## src/rtl/pcie_tx_pkg.sv

```systemverilog
// Shared definitions for the PCIE transmit aggregator.
// Contents: lane count, lane ID type and FSM state encoding.
package pcie_tx_pkg;

    localparam int unsigned N_LANES = 4;
    localparam int unsigned LANE_W  = 2;

    typedef logic [LANE_W-1:0] lane_t;

    typedef enum logic [1:0] {
        StReset  = 2'd0,
        StInit   = 2'd1,
        StIdle   = 2'd2,
        StActive = 2'd3
    } estado_t;

endpackage

```

## src/rtl/arbitro_tx_rr_if.sv

```systemverilog
// Bus bundle for arbitro_tx_rr: source FIFO read side, downstream push side and
// the per-lane counter read port.
//   master: the aggregator (drives pop, push_out, data_out, cuenta, valid_cuenta)
//   slave : the surrounding FIFOs / requester
interface arbitro_tx_rr_if
    import pcie_tx_pkg::*;
#(
    parameter int unsigned TAMANO_DATOS = 12,
    parameter int unsigned UMBRALES_L_H = 8,
    parameter int unsigned CONT_W       = 5
);
    logic [N_LANES-1:0]      empty_in;
    logic [TAMANO_DATOS-1:0] data_in0;
    logic [TAMANO_DATOS-1:0] data_in1;
    logic [TAMANO_DATOS-1:0] data_in2;
    logic [TAMANO_DATOS-1:0] data_in3;
    logic [N_LANES-1:0]      pop;
    logic [UMBRALES_L_H-1:0] ocup_out;
    logic                    push_out;
    logic [TAMANO_DATOS-1:0] data_out;
    logic                    req;
    logic [2:0]              idx;
    logic [CONT_W-1:0]       cuenta;
    logic                    valid_cuenta;

    modport master (
        input  empty_in, data_in0, data_in1, data_in2, data_in3, ocup_out, req, idx,
        output pop, push_out, data_out, cuenta, valid_cuenta
    );

    modport slave (
        output empty_in, data_in0, data_in1, data_in2, data_in3, ocup_out, req, idx,
        input  pop, push_out, data_out, cuenta, valid_cuenta
    );

endinterface

```

## src/rtl/rr_arbitro.sv

```systemverilog
// Lane arbiter for arbitro_tx_rr.
// Default build: round-robin, grants the first non-empty lane after the pointer
// (wrapping 3 -> 0); the pointer moves to the granted lane when avanza=1.
// With PRIO_FIJA_EN defined: fixed priority (lane 0 highest), no pointer state.
// Ports: clk, reset (async active-low), avanza (grant consumed; RR build only),
//        empty_in (per-lane empty), grant (one-hot), grant_idx, hay_grant.
module rr_arbitro
    import pcie_tx_pkg::*;
(
`ifndef PRIO_FIJA_EN
    input  logic               clk,
    input  logic               reset,
    input  logic               avanza,
`endif
    input  logic [N_LANES-1:0] empty_in,
    output logic [N_LANES-1:0] grant,
    output lane_t              grant_idx,
    output logic               hay_grant
);

`ifdef PRIO_FIJA_EN

    always_comb begin
        grant     = '0;
        grant_idx = '0;
        hay_grant = 1'b0;
        // Descending scan: the lowest non-empty lane is the last to write.
        for (int i = N_LANES - 1; i >= 0; i--) begin
            if (!empty_in[i]) begin
                hay_grant = 1'b1;
                grant_idx = lane_t'(i);
            end
        end
        if (hay_grant) grant[grant_idx] = 1'b1;
    end

`else

    lane_t ptr_q;
    lane_t cand;

    always_comb begin
        grant     = '0;
        grant_idx = ptr_q;
        hay_grant = 1'b0;
        cand      = ptr_q;
        // Offset N_LANES wraps to the pointer itself (lowest priority); offset 1 wins last.
        for (int i = N_LANES; i >= 1; i--) begin
            cand = ptr_q + lane_t'(i);
            if (!empty_in[cand]) begin
                hay_grant = 1'b1;
                grant_idx = cand;
            end
        end
        if (hay_grant) grant[grant_idx] = 1'b1;
    end

    // Reset value 3 makes lane 0 the first winner.
    always_ff @(posedge clk or negedge reset) begin
        if (!reset) begin
            ptr_q <= lane_t'(N_LANES - 1);
        end else if (avanza) begin
            ptr_q <= grant_idx;
        end
    end

`endif

endmodule

```

## src/rtl/arbitro_tx_rr.sv

```systemverilog
// Transmit-side aggregator: drains four source FIFOs through an arbiter into one
// push stream, with hysteresis flow control and per-lane word counters.
// Optional macro PRIO_FIJA_EN: fixed-priority arbitration instead of round-robin.
// Ports: clk, reset (async active-low), init (config mode, latches thresholds),
//        umbral_L/umbral_H (resume/pause thresholds), bus (arbitro_tx_rr_if.master:
//        empty_in, data_in0..3, pop, ocup_out, push_out, data_out, req, idx,
//        cuenta, valid_cuenta).
module arbitro_tx_rr
    import pcie_tx_pkg::*;
#(
    parameter int unsigned TAMANO_DATOS = 12,
    parameter int unsigned UMBRALES_L_H = 8,
    parameter int unsigned CONT_W       = 5
) (
    input  logic                    clk,
    input  logic                    reset,
    input  logic                    init,
    input  logic [UMBRALES_L_H-1:0] umbral_L,
    input  logic [UMBRALES_L_H-1:0] umbral_H,
    arbitro_tx_rr_if.master         bus
);

    estado_t                 estado_q;
    logic [UMBRALES_L_H-1:0] umbral_l_q;
    logic [UMBRALES_L_H-1:0] umbral_h_q;
    logic                    pausa_q;

    logic [N_LANES-1:0]      grant;
    lane_t                   grant_idx;
    logic                    hay_grant;
    logic                    pop_en;
    logic                    avanza;

    logic                    vuelo_q;       // a word was popped last cycle
    lane_t                   vuelo_lane_q;
    logic                    push_q;
    logic [TAMANO_DATOS-1:0] data_out_q;
    logic [TAMANO_DATOS-1:0] dato_sel;
    logic [CONT_W-1:0]       contador_q [N_LANES];
    logic [CONT_W-1:0]       cuenta_q;
    logic                    valid_cuenta_q;

    rr_arbitro u_arb (
`ifndef PRIO_FIJA_EN
        .clk       (clk),
        .reset     (reset),
        .avanza    (avanza),
`endif
        .empty_in  (bus.empty_in),
        .grant     (grant),
        .grant_idx (grant_idx),
        .hay_grant (hay_grant)
    );

    assign pop_en  = (estado_q == StActive) && !pausa_q && !init;
    assign avanza  = pop_en && hay_grant;
    assign bus.pop = pop_en ? grant : '0;

    // FSM, threshold latch and hysteresis flag.
    always_ff @(posedge clk or negedge reset) begin
        if (!reset) begin
            estado_q   <= StReset;
            umbral_l_q <= '0;
            umbral_h_q <= '0;
            pausa_q    <= 1'b0;
        end else begin
            // Set wins when the thresholds overlap.
            if (bus.ocup_out >= umbral_h_q) begin
                pausa_q <= 1'b1;
            end else if (bus.ocup_out <= umbral_l_q) begin
                pausa_q <= 1'b0;
            end

            if ((estado_q == StInit) && init) begin
                umbral_l_q <= umbral_L;
                umbral_h_q <= umbral_H;
            end

            if (init) begin
                estado_q <= StInit;
            end else begin
                unique case (estado_q)
                    StReset:  estado_q <= StInit;
                    StInit:   estado_q <= StIdle;
                    StIdle:   if ((bus.empty_in != '1) && !pausa_q) estado_q <= StActive;
                    StActive: if ((bus.empty_in == '1) || pausa_q) estado_q <= StIdle;
                    default:  estado_q <= StReset;
                endcase
            end
        end
    end

    always_comb begin
        dato_sel = bus.data_in0;
        case (vuelo_lane_q)
            2'd0:    dato_sel = bus.data_in0;
            2'd1:    dato_sel = bus.data_in1;
            2'd2:    dato_sel = bus.data_in2;
            default: dato_sel = bus.data_in3;
        endcase
    end

    // Pop -> sample -> push pipeline, counters and counter read port.
    always_ff @(posedge clk or negedge reset) begin
        if (!reset) begin
            vuelo_q        <= 1'b0;
            vuelo_lane_q   <= '0;
            push_q         <= 1'b0;
            data_out_q     <= '0;
            cuenta_q       <= '0;
            valid_cuenta_q <= 1'b0;
            for (int i = 0; i < N_LANES; i++) contador_q[i] <= '0;
        end else begin
            vuelo_q <= avanza;
            if (avanza) vuelo_lane_q <= grant_idx;
            push_q <= vuelo_q;
            if (vuelo_q) begin
                data_out_q                 <= dato_sel;
                contador_q[vuelo_lane_q]   <= contador_q[vuelo_lane_q] + CONT_W'(1);
            end
            // Reads see the pre-increment value when a push lands on the same edge.
            valid_cuenta_q <= bus.req;
            cuenta_q       <= '0;
            if (bus.req && !bus.idx[2]) cuenta_q <= contador_q[bus.idx[1:0]];
        end
    end

    assign bus.push_out     = push_q;
    assign bus.data_out     = data_out_q;
    assign bus.cuenta       = cuenta_q;
    assign bus.valid_cuenta = valid_cuenta_q;

endmodule

```

## src/flat_wrapper.sv

```systemverilog
// flat-port wrapper written by rule: the top's interface ports become plain ports
module arbitro_tx_rr_flat import pcie_tx_pkg::*;
#(
    parameter int unsigned TAMANO_DATOS = 12,
    parameter int unsigned UMBRALES_L_H = 8,
    parameter int unsigned CONT_W       = 5
)
  (clk, reset, init, umbral_L, umbral_H, bus_empty_in, bus_data_in0, bus_data_in1, bus_data_in2, bus_data_in3, bus_ocup_out, bus_req, bus_idx, bus_pop, bus_push_out, bus_data_out, bus_cuenta, bus_valid_cuenta);
  arbitro_tx_rr_if #(.TAMANO_DATOS(TAMANO_DATOS), .UMBRALES_L_H(UMBRALES_L_H), .CONT_W(CONT_W)) bus_i ();
  input  logic clk;
  input  logic reset;
  input  logic init;
  input  logic [UMBRALES_L_H-1:0] umbral_L;
  input  logic [UMBRALES_L_H-1:0] umbral_H;
  input wire logic [$bits(bus_i.empty_in)-1:0] bus_empty_in;
  input wire logic [$bits(bus_i.data_in0)-1:0] bus_data_in0;
  input wire logic [$bits(bus_i.data_in1)-1:0] bus_data_in1;
  input wire logic [$bits(bus_i.data_in2)-1:0] bus_data_in2;
  input wire logic [$bits(bus_i.data_in3)-1:0] bus_data_in3;
  input wire logic [$bits(bus_i.ocup_out)-1:0] bus_ocup_out;
  input wire logic [$bits(bus_i.req)-1:0] bus_req;
  input wire logic [$bits(bus_i.idx)-1:0] bus_idx;
  output wire logic [$bits(bus_i.pop)-1:0] bus_pop;
  output wire logic [$bits(bus_i.push_out)-1:0] bus_push_out;
  output wire logic [$bits(bus_i.data_out)-1:0] bus_data_out;
  output wire logic [$bits(bus_i.cuenta)-1:0] bus_cuenta;
  output wire logic [$bits(bus_i.valid_cuenta)-1:0] bus_valid_cuenta;
  assign bus_i.empty_in = bus_empty_in;
  assign bus_i.data_in0 = bus_data_in0;
  assign bus_i.data_in1 = bus_data_in1;
  assign bus_i.data_in2 = bus_data_in2;
  assign bus_i.data_in3 = bus_data_in3;
  assign bus_i.ocup_out = bus_ocup_out;
  assign bus_i.req = bus_req;
  assign bus_i.idx = bus_idx;
  assign bus_pop = bus_i.pop;
  assign bus_push_out = bus_i.push_out;
  assign bus_data_out = bus_i.data_out;
  assign bus_cuenta = bus_i.cuenta;
  assign bus_valid_cuenta = bus_i.valid_cuenta;
  arbitro_tx_rr #(.TAMANO_DATOS(TAMANO_DATOS), .UMBRALES_L_H(UMBRALES_L_H), .CONT_W(CONT_W)) u_core (.clk(clk), .reset(reset), .init(init), .umbral_L(umbral_L), .umbral_H(umbral_H), .bus(bus_i));
endmodule
```

## config.mk

```make
export PLATFORM = sky130hd
export DESIGN_NAME = arbitro_tx_rr_flat
export DESIGN_NICKNAME = d
export VERILOG_FILES = /design/src/rtl/pcie_tx_pkg.sv /design/src/rtl/arbitro_tx_rr_if.sv /design/src/rtl/rr_arbitro.sv /design/src/rtl/arbitro_tx_rr.sv /design/src/flat_wrapper.sv
export SDC_FILE = /design/constraint.sdc
export NUM_CORES = 1
export LEC_CHECK = 0
export BUFFER_PORTS_ARGS = -buffer_cell sky130_fd_sc_hd__buf_4
export CORE_AREA = 2 2 85 87
export CTS_CLUSTER_SIZE = 28
export DETAILED_ROUTE_END_ITERATION = 8
export DIE_AREA = 0 0 87 89
export PLACE_DENSITY_LB_ADDON = 0.08
export SLEW_MARGIN = 20
export SYNTH_ARGS = -nofsm -noshare
export SYNTH_HDL_FRONTEND = slang
export SYNTH_SLANG_ARGS = --single-unit
```

## constraint.sdc

```tcl
create_clock -name clk -period 2.15 [get_ports clk]
set_input_delay 0.215 -clock clk [delete_from_list [all_inputs] [get_ports clk]]
set_output_delay 0.215 -clock clk [all_outputs]
set_load 0.005 [all_outputs]
```

Word-level counts from Yosys, hierarchy flattened
Cells that the tools add are included.
{ "word_totals": {"reg_bits": 63, "latchBits": 0, "ramBits": 0, "mem_bits_ro": 0, "inputBits": 83, "out_inout_bits": 23, "elab_cells": 93, "memories": 0} }
{ "op_classes": {"n_addsub": 4, "n_mul": 0, "n_div": 0, "n_lt_le_gt_ge": 11, "n_eq_ne": 9, "shift": 0, "mux": 36, "bitwise": 2, "n_reduce_logical": 16} }
{ "op_table": {"columns": ["op", "count"], "rows": [
  ["$pmux W12 S3", 1],
  ["$mux W5", 6],
  ["$bmux W5 S2", 2],
  ["$bwmux W20", 1],
  ["$lt A2 B3 Y1 const B", 5],
  ["$mux W2", 6],
  ["$mux W1", 11],
  ["$demux W5 S2", 1],
  ["$bmux W1 S2", 4],
  ["$ge A8 B8 Y1", 1],
  ["$le A8 B8 Y1", 1],
  ["$logic_and A1 B1 Y1", 8],
  ["$mux W4", 2],
  ["$pmux W2 S4", 1],
  ["$eq A2 B2 Y1 const B", 3],
  ["$ge A3 B3 Y1 const B", 2],
  ["$not A2 Y3", 2],
  ["$add A5 B1 Y5 const B", 1],
  ["$add A2 B2 Y2 const B", 2],
  ["$eq A2 B1 Y1 const B", 2],
  ["$eq A4 B4 Y1 const B", 1],
  ["$logic_not A2 Y1", 2],
  ["$ne A4 B4 Y1 const B", 1],
  ["$logic_not A1 Y1", 3],
  ["other kinds (9)", 9]
]} }

Depth between registers and ports, before layout
{ "depth": {"ltp_word": 12, "ltp_mapped": 7, "depth_no_buf": 7} }

Hierarchy
From an unflattened synthesis, not the netlist that was laid out.
{ "unflattened": {"cells_unflattened": 266, "hier_area_um2": 3440.8} }
{ "by_module_without_submodules": {"columns": ["module", "n_inst", "cells_per_inst", "area_per_inst_um2", "seq_area_each_um2"], "rows": [
  ["arbitro_tx_rr", 1, 238, 3216.8, 1526.5],
  ["rr_arbitro", 1, 28, 224.0, 52.6]
]} }

Worst setup path after synthesis
Ideal clock, no wire load.
{ "synth_path": {"path_type": "flip-flop to flip-flop", "start": "reg u_core.vuelo_lane_q[0]", "end": "reg u_core.contador_q[16] in the netlist's numbering", "setup_time_ps": 125, "arrival_ps": 1581, "required_time_ps": 2025, "slack_ps": 444, "stages_incl_launch_ff": 4, "path_buffers": 0, "synth_period_minus_slack_ps": 1706, "path_cell_list": "dfrtp_1 -> mux4_1 -> ha_1 -> mux2_2"} }
{ "synth_via": {"elab_chain_cells": 6, "elab_cells_between_ends": 11, "classes_between": "1 x add/sub; 2 x order compare; 6 x mux; 1 x bitwise; 1 x reduce/logical"} }
{ "synth_lines": {"columns": ["element", "line", "source"], "rows": [
  ["from (decl)", "arbitro_tx_rr.sv:35", "lane_t vuelo_lane_q;"],
  ["from (signal assigned)", "arbitro_tx_rr.sv:115", "if (avanza) vuelo_lane_q <= grant_idx;"],
  ["$not A2 Y3 (implied by the code) *", "arbitro_tx_rr.sv:119", "contador_q[vuelo_lane_q] <= contador_q[vuelo_lane_q] + CONT_W'(1);"],
  ["$bmux W5 S2, or another cell as far along", "arbitro_tx_rr.sv:119", null],
  ["$mux W5 (implied by the code) / $logic_and A1 B1 Y1 (equally long branches)", "arbitro_tx_rr.sv:119", null],
  ["$mux W5 (implied by the code)", "arbitro_tx_rr.sv:119", null],
  ["$add A5 B1 Y5 / $demux W5 S2 (equally long branches)", "arbitro_tx_rr.sv:119", null],
  ["$bwmux W20 *", "arbitro_tx_rr.sv:119", null],
  ["to (signal, indexed assignment)", "arbitro_tx_rr.sv:119", null],
  ["to (decl)", "arbitro_tx_rr.sv:39", "logic [CONT_W-1:0] contador_q [N_LANES];"]
]} }
Every way passes the cells marked *; elsewhere a longest branch is shown, timed or not. The select of a mux whose other input is x is not followed.
A chain may end at the register's enable or synchronous reset.

Worst setup path in the final report
{ "layout_path": {"start": "reg u_core.u_arb.ptr_q[1]", "end": "out bus_pop[1]"} }
{ "layout_via": {"elab_chain_cells": 12, "elab_cells_between_ends": 25, "classes_between": "3 x add/sub; 2 x order compare; 19 x mux; 1 x reduce/logical"} }
{ "layout_lines": {"columns": ["element", "line", "source"], "rows": [
  ["from (decl)", "rr_arbitro.sv:39", "lane_t ptr_q;"],
  ["from (signal assigned)", "rr_arbitro.sv:61", "ptr_q <= lane_t'(N_LANES - 1);"],
  ["from (signal assigned)", "rr_arbitro.sv:63", "ptr_q <= grant_idx;"],
  ["$add A2 B2 Y2", "rr_arbitro.sv:49", "cand = ptr_q + lane_t'(i);"],
  ["$bmux W1 S2", "rr_arbitro.sv:50", "if (!empty_in[cand]) begin"],
  ["$mux W1 (implied by the code)", "rr_arbitro.sv:50", null],
  ["$mux W2 (3 in series)", "rr_arbitro.sv:50", null],
  ["$lt A2 B3 Y1 (implied by the code) / $ge A2 B1 Y1 (equally long branches)", "rr_arbitro.sv:55", "if (hay_grant) grant[grant_idx] = 1'b1;"],
  ["$logic_and A1 B1 Y1 (implied by the code)", "rr_arbitro.sv:55", null],
  ["$mux W1 (implied by the code)", "rr_arbitro.sv:55", null],
  ["$demux W1 S2", "rr_arbitro.sv:55", null],
  ["$mux W4 *", "rr_arbitro.sv:55", null],
  ["$mux W4 *", "arbitro_tx_rr.sv:57", "assign bus.pop = pop_en ? grant : '0;"],
  ["to (decl)", "flat_wrapper.sv:23", "output wire logic [$bits(bus_i.pop)-1:0] bus_pop;"]
]} }
Marks and branches as above.

==> impl_metrics.sql <==
INSERT INTO impl_metrics (metric_group, metric, value, unit) VALUES
('outcome', 'outcome', 'finished with violations', ''),
('outcome', 'violations_in_the_final_reports', 'hold timing', ''),
('synth', 'synthCells', '258', ''),
('sta', 'timing.max_slew.rel_slack', '47.3', '%'),
('grt', 'grt_first_pass_wirelength', '11800', 'um'),
('layout', 'layout.cells.most_common', 'buf_4', ''),
('layout', 'final_cell_mix', 'buf_4 (110), dfrtp_1 (61), mux2_2 (30)', ''),
('drt', 'post-route-drc-count', '0', ''),
('pwr', 'ir_worst_vdd', '0.000623', 'V'),
('worst_setup_path', 'cp_common_cell', 'nor2b_1', ''),
('sta', 'fin_tns_setup', '0', 'ns'),
('pwr', 'cellPowerDensity', '1030', 'mW/mm^2'),
('sta', 'final-hold-violation-count', '56', ''),
('flow_run', 'max-cap-violations', '0', ''),
('layout', 'stdcell_area', '0.00450', 'mm^2'),
('synth', 'synth_top_area_share', '45.0', '%'),
('sta', 'fin_crit', '2.02', 'ns'),
('sta', 'setup_slack', '0.131', 'ns'),
('worst_setup_path', 'timing.rr.start', 'u_core.vuelo_lane_q[0]', ''),
('clock_tree', 'ctsRootBufferMaster', 'clkbuf_8', ''),
('placed_design', 'gp_routability_congestion', '0.835', ''),
('sta', 'finalSetupViolations', '0', ''),
('drt', 'route.vias.total', '2486', ''),
('sta', 'timing_worst_slew_pin_value', '0.791', 'ns'),
('worst_setup_path', 'timing.reg2reg.worst_path_depth', '4', ''),
('synth', 'yosysWarningCount', '0', ''),
('clock_tree', 'cts_made_buffers', '9', ''),
('layout', 'antennaDiodeCount', '0', ''),
('synth', 'synth-seq-area-share', '46.5', '%'),
('grt', 'first_global_vias', '2587', ''),
('hold_path', 'hold_class', 'input pin to asynchronous set/reset pin', ''),
('drt', 'vias_per_cell', '5.44', ''),
('worst_setup_path', 'critPathRequiredTime', '1.93', 'ns'),
('worst_setup_path', 'setup.worst_path.start_class', 'flip-flop', ''),
('layout', 'fillerInstances', '524', ''),
('synth', 'synth_seq_cells', '63', ''),
('floorplan', 'io-pin-count', '106', ''),
('pwr', 'power_leakage', '2.17', 'nW'),
('grt', 'largest_net_degree_at_the_start_of_global_routing', '64', ''),
('worst_setup_path', 'crit-reg2reg-capture', 'u_core.contador_q[12]', ''),
('synth', 'synth_fp_nets', '358', ''),
('worst_setup_path', 'worst_path_largest_cell_delay', '0.54', 'ns'),
('worst_setup_path', 'worstSetupPathType', 'flip-flop to output port', ''),
('floorplan', 'die_y', '89', 'um'),
('worst_setup_path', 'cp_top_family', 'simple AND/OR/NAND/NOR gates', ''),
('worst_setup_path', 'critical_path.max_fanout', '6', ''),
('worst_setup_path', 'slowest_stage', 'dfstp_2', ''),
('layout', 'layout.core_utilization', '67.0', '%'),
('worst_setup_path', 'critical_path_data_arrival_time', '1.80', 'ns'),
('placed_design', 'detailed_place_hpwl', '5450', 'um'),
('drt', 'drtAntennaViolNets', '0', ''),
('clock_tree', 'clock_latency', '0.33', 'ns'),
('grt', 'grt.overflow.total', '0', ''),
('clock_tree', 'h_tree_levels', '3', ''),
('floorplan', 'die_area', '0.00774', 'mm^2'),
('grt', 'grt_usage', '19.6', '%'),
('synth', 'synth_cell_types', '38', ''),
('sta', 'finalHoldWorstSlack', '-0.0343', 'ns'),
('sta', 'drv_slew', '0', ''),
('layout', 'area_growth_syn_to_layout', '32.6', '%'),
('synth', 'async_set_or_reset_flop_fraction_in_the_synthesized_netlist', '100', '%'),
('clock_tree', 'cts_tree', 'built', ''),
('clock_tree', 'cts_max_path_buffers', '2', ''),
('worst_setup_path', 'worstPathCellList', 'inv_2 -> or3_4 -> a31oi_4 -> nor2b_1 -> nor2b_1 -> buf_4', ''),
('sta', 'skew', '0.00797', 'ns'),
('drt', 'wl_per_cell', '15.9', 'um'),
('floorplan', 'num_rows', '30', ''),
('placed_design', 'dpl_cell_area', '0.00427', 'mm^2'),
('sta', 'achievable-frequency', '495', 'MHz'),
('clock_tree', 'cts_clock_pin_slew_for_the_worst_setup_and_hold_paths', '0.07', 'ns'),
('worst_setup_path', 'timing.reg2reg.setup_slack', '0.25', 'ns');
## kinds of logic after synthesis
kind of cell | after synthesis | share of synthesized area (%)
AND/OR/NAND/NOR | 64 | 10.8
multiplexers | 51 | 25.1
adder cells (fa/ha/maj) | 17 | 6.27
AO/OA/AOI/OAI | 25 | 4.46
XOR/XNOR | 13 | 3.35
flip-flops | 63 | 46.5
buffers and inverters | 25 | 3.46
## final cells by class
type	instances	area, um^2	area share, %
multi-input combinational	170	1720	38.3
sequential	63	1580	35.1
timing repair buffer	111	836	18.6
clock buffer	10	138	3.06
tap	80	100	2.22
inverter	17	63.8	1.42
clock inverter	6	60.1	1.33
## flip-flops by register name, indices dropped and copies added, names as in the netlist
name	flops
u_core.contador_q	20
u_core.bus.data_out	12
u_core.umbral_h_q	8
u_core.umbral_l_q	8
u_core.bus.cuenta	5
u_core.estado_q	2
u_core.u_arb.ptr_q	2
u_core.vuelo_lane_q	2
u_core.bus.push_out	1
u_core.bus.valid_cuenta	1
u_core.pausa_q	1
u_core.vuelo_q	1
## repair_timing
action / 4_1_cts / 5_1_grt
endpoints found under the hold margin: 1 / 0
resized for setup: 1 / 5
hold buffers: 1 / 0
setup buffers: 0 / 0
endpoints found under the setup margin: 2 / 4
pin swaps: 0 / 1
## metrics by stage
step / cells / total power [mW]
2_1_floorplan: 258 / 3.02
3_3_place_gp: 440 / 3.56
3_5_place_dp: 440 / 3.63
4_1_cts: 457 / 4.67
5_1_grt: 457 / 4.98
6_report: 457 / 4.63
## power breakdown
part           switching, mW  internal [mW]
sequential             0.262           1.58
combinational          0.729           1.05
clock                  0.451          0.560
total                   1.44           3.19
## per-layer routing
layer | GRT usage [%] | routed length (um) | up-vias
li1 | - | - | 1166
met1 | 25.6 | 3070 | 1234
met2 | 33.4 | 3750 | 77
met3 | 3.60 | 335 | 9
met4 | 6.11 | 91 | 0
met5 | 0 | 0 | -
## worst reg2reg max path: cells and delay by family, from the launching register on
kind / cells / cell delay, ns
xor+xnor: 1 / 0.28
fa+ha+maj: 1 / 0.23
mux: 1 / 0.63
compound gates: 1 / 0.16
flops: 1 / 0.47
## worst max path at each step
stage	endpoint	depth (start not counted)
2_1_floorplan	u_core.contador_q[16]	3
3_3_place_gp	bus_pop[1]	6
4_1_cts	bus_pop[1]	6
3_5_place_dp	u_core.contador_q[12]	4
6_report	bus_pop[1]	6
5_1_grt	bus_pop[1]	6
## cells in the mapped netlist, drive strengths merged, types with 2 or more instances
library cell,n
a21oi,7
a31oi,2
and3,4
buf,6
clkbuf,2
dfrtp,61
dfstp,2
ha,17
inv,17
mux2,30
mux4,21
nand2,22
nand2b,5
nand3,2
nand3b,3
nand4,4
nor2,9
nor2b,9
nor3b,2
o21a,2
o21ai,9
or3,2
xnor2,12
Power figures use the tool's default switching activity.
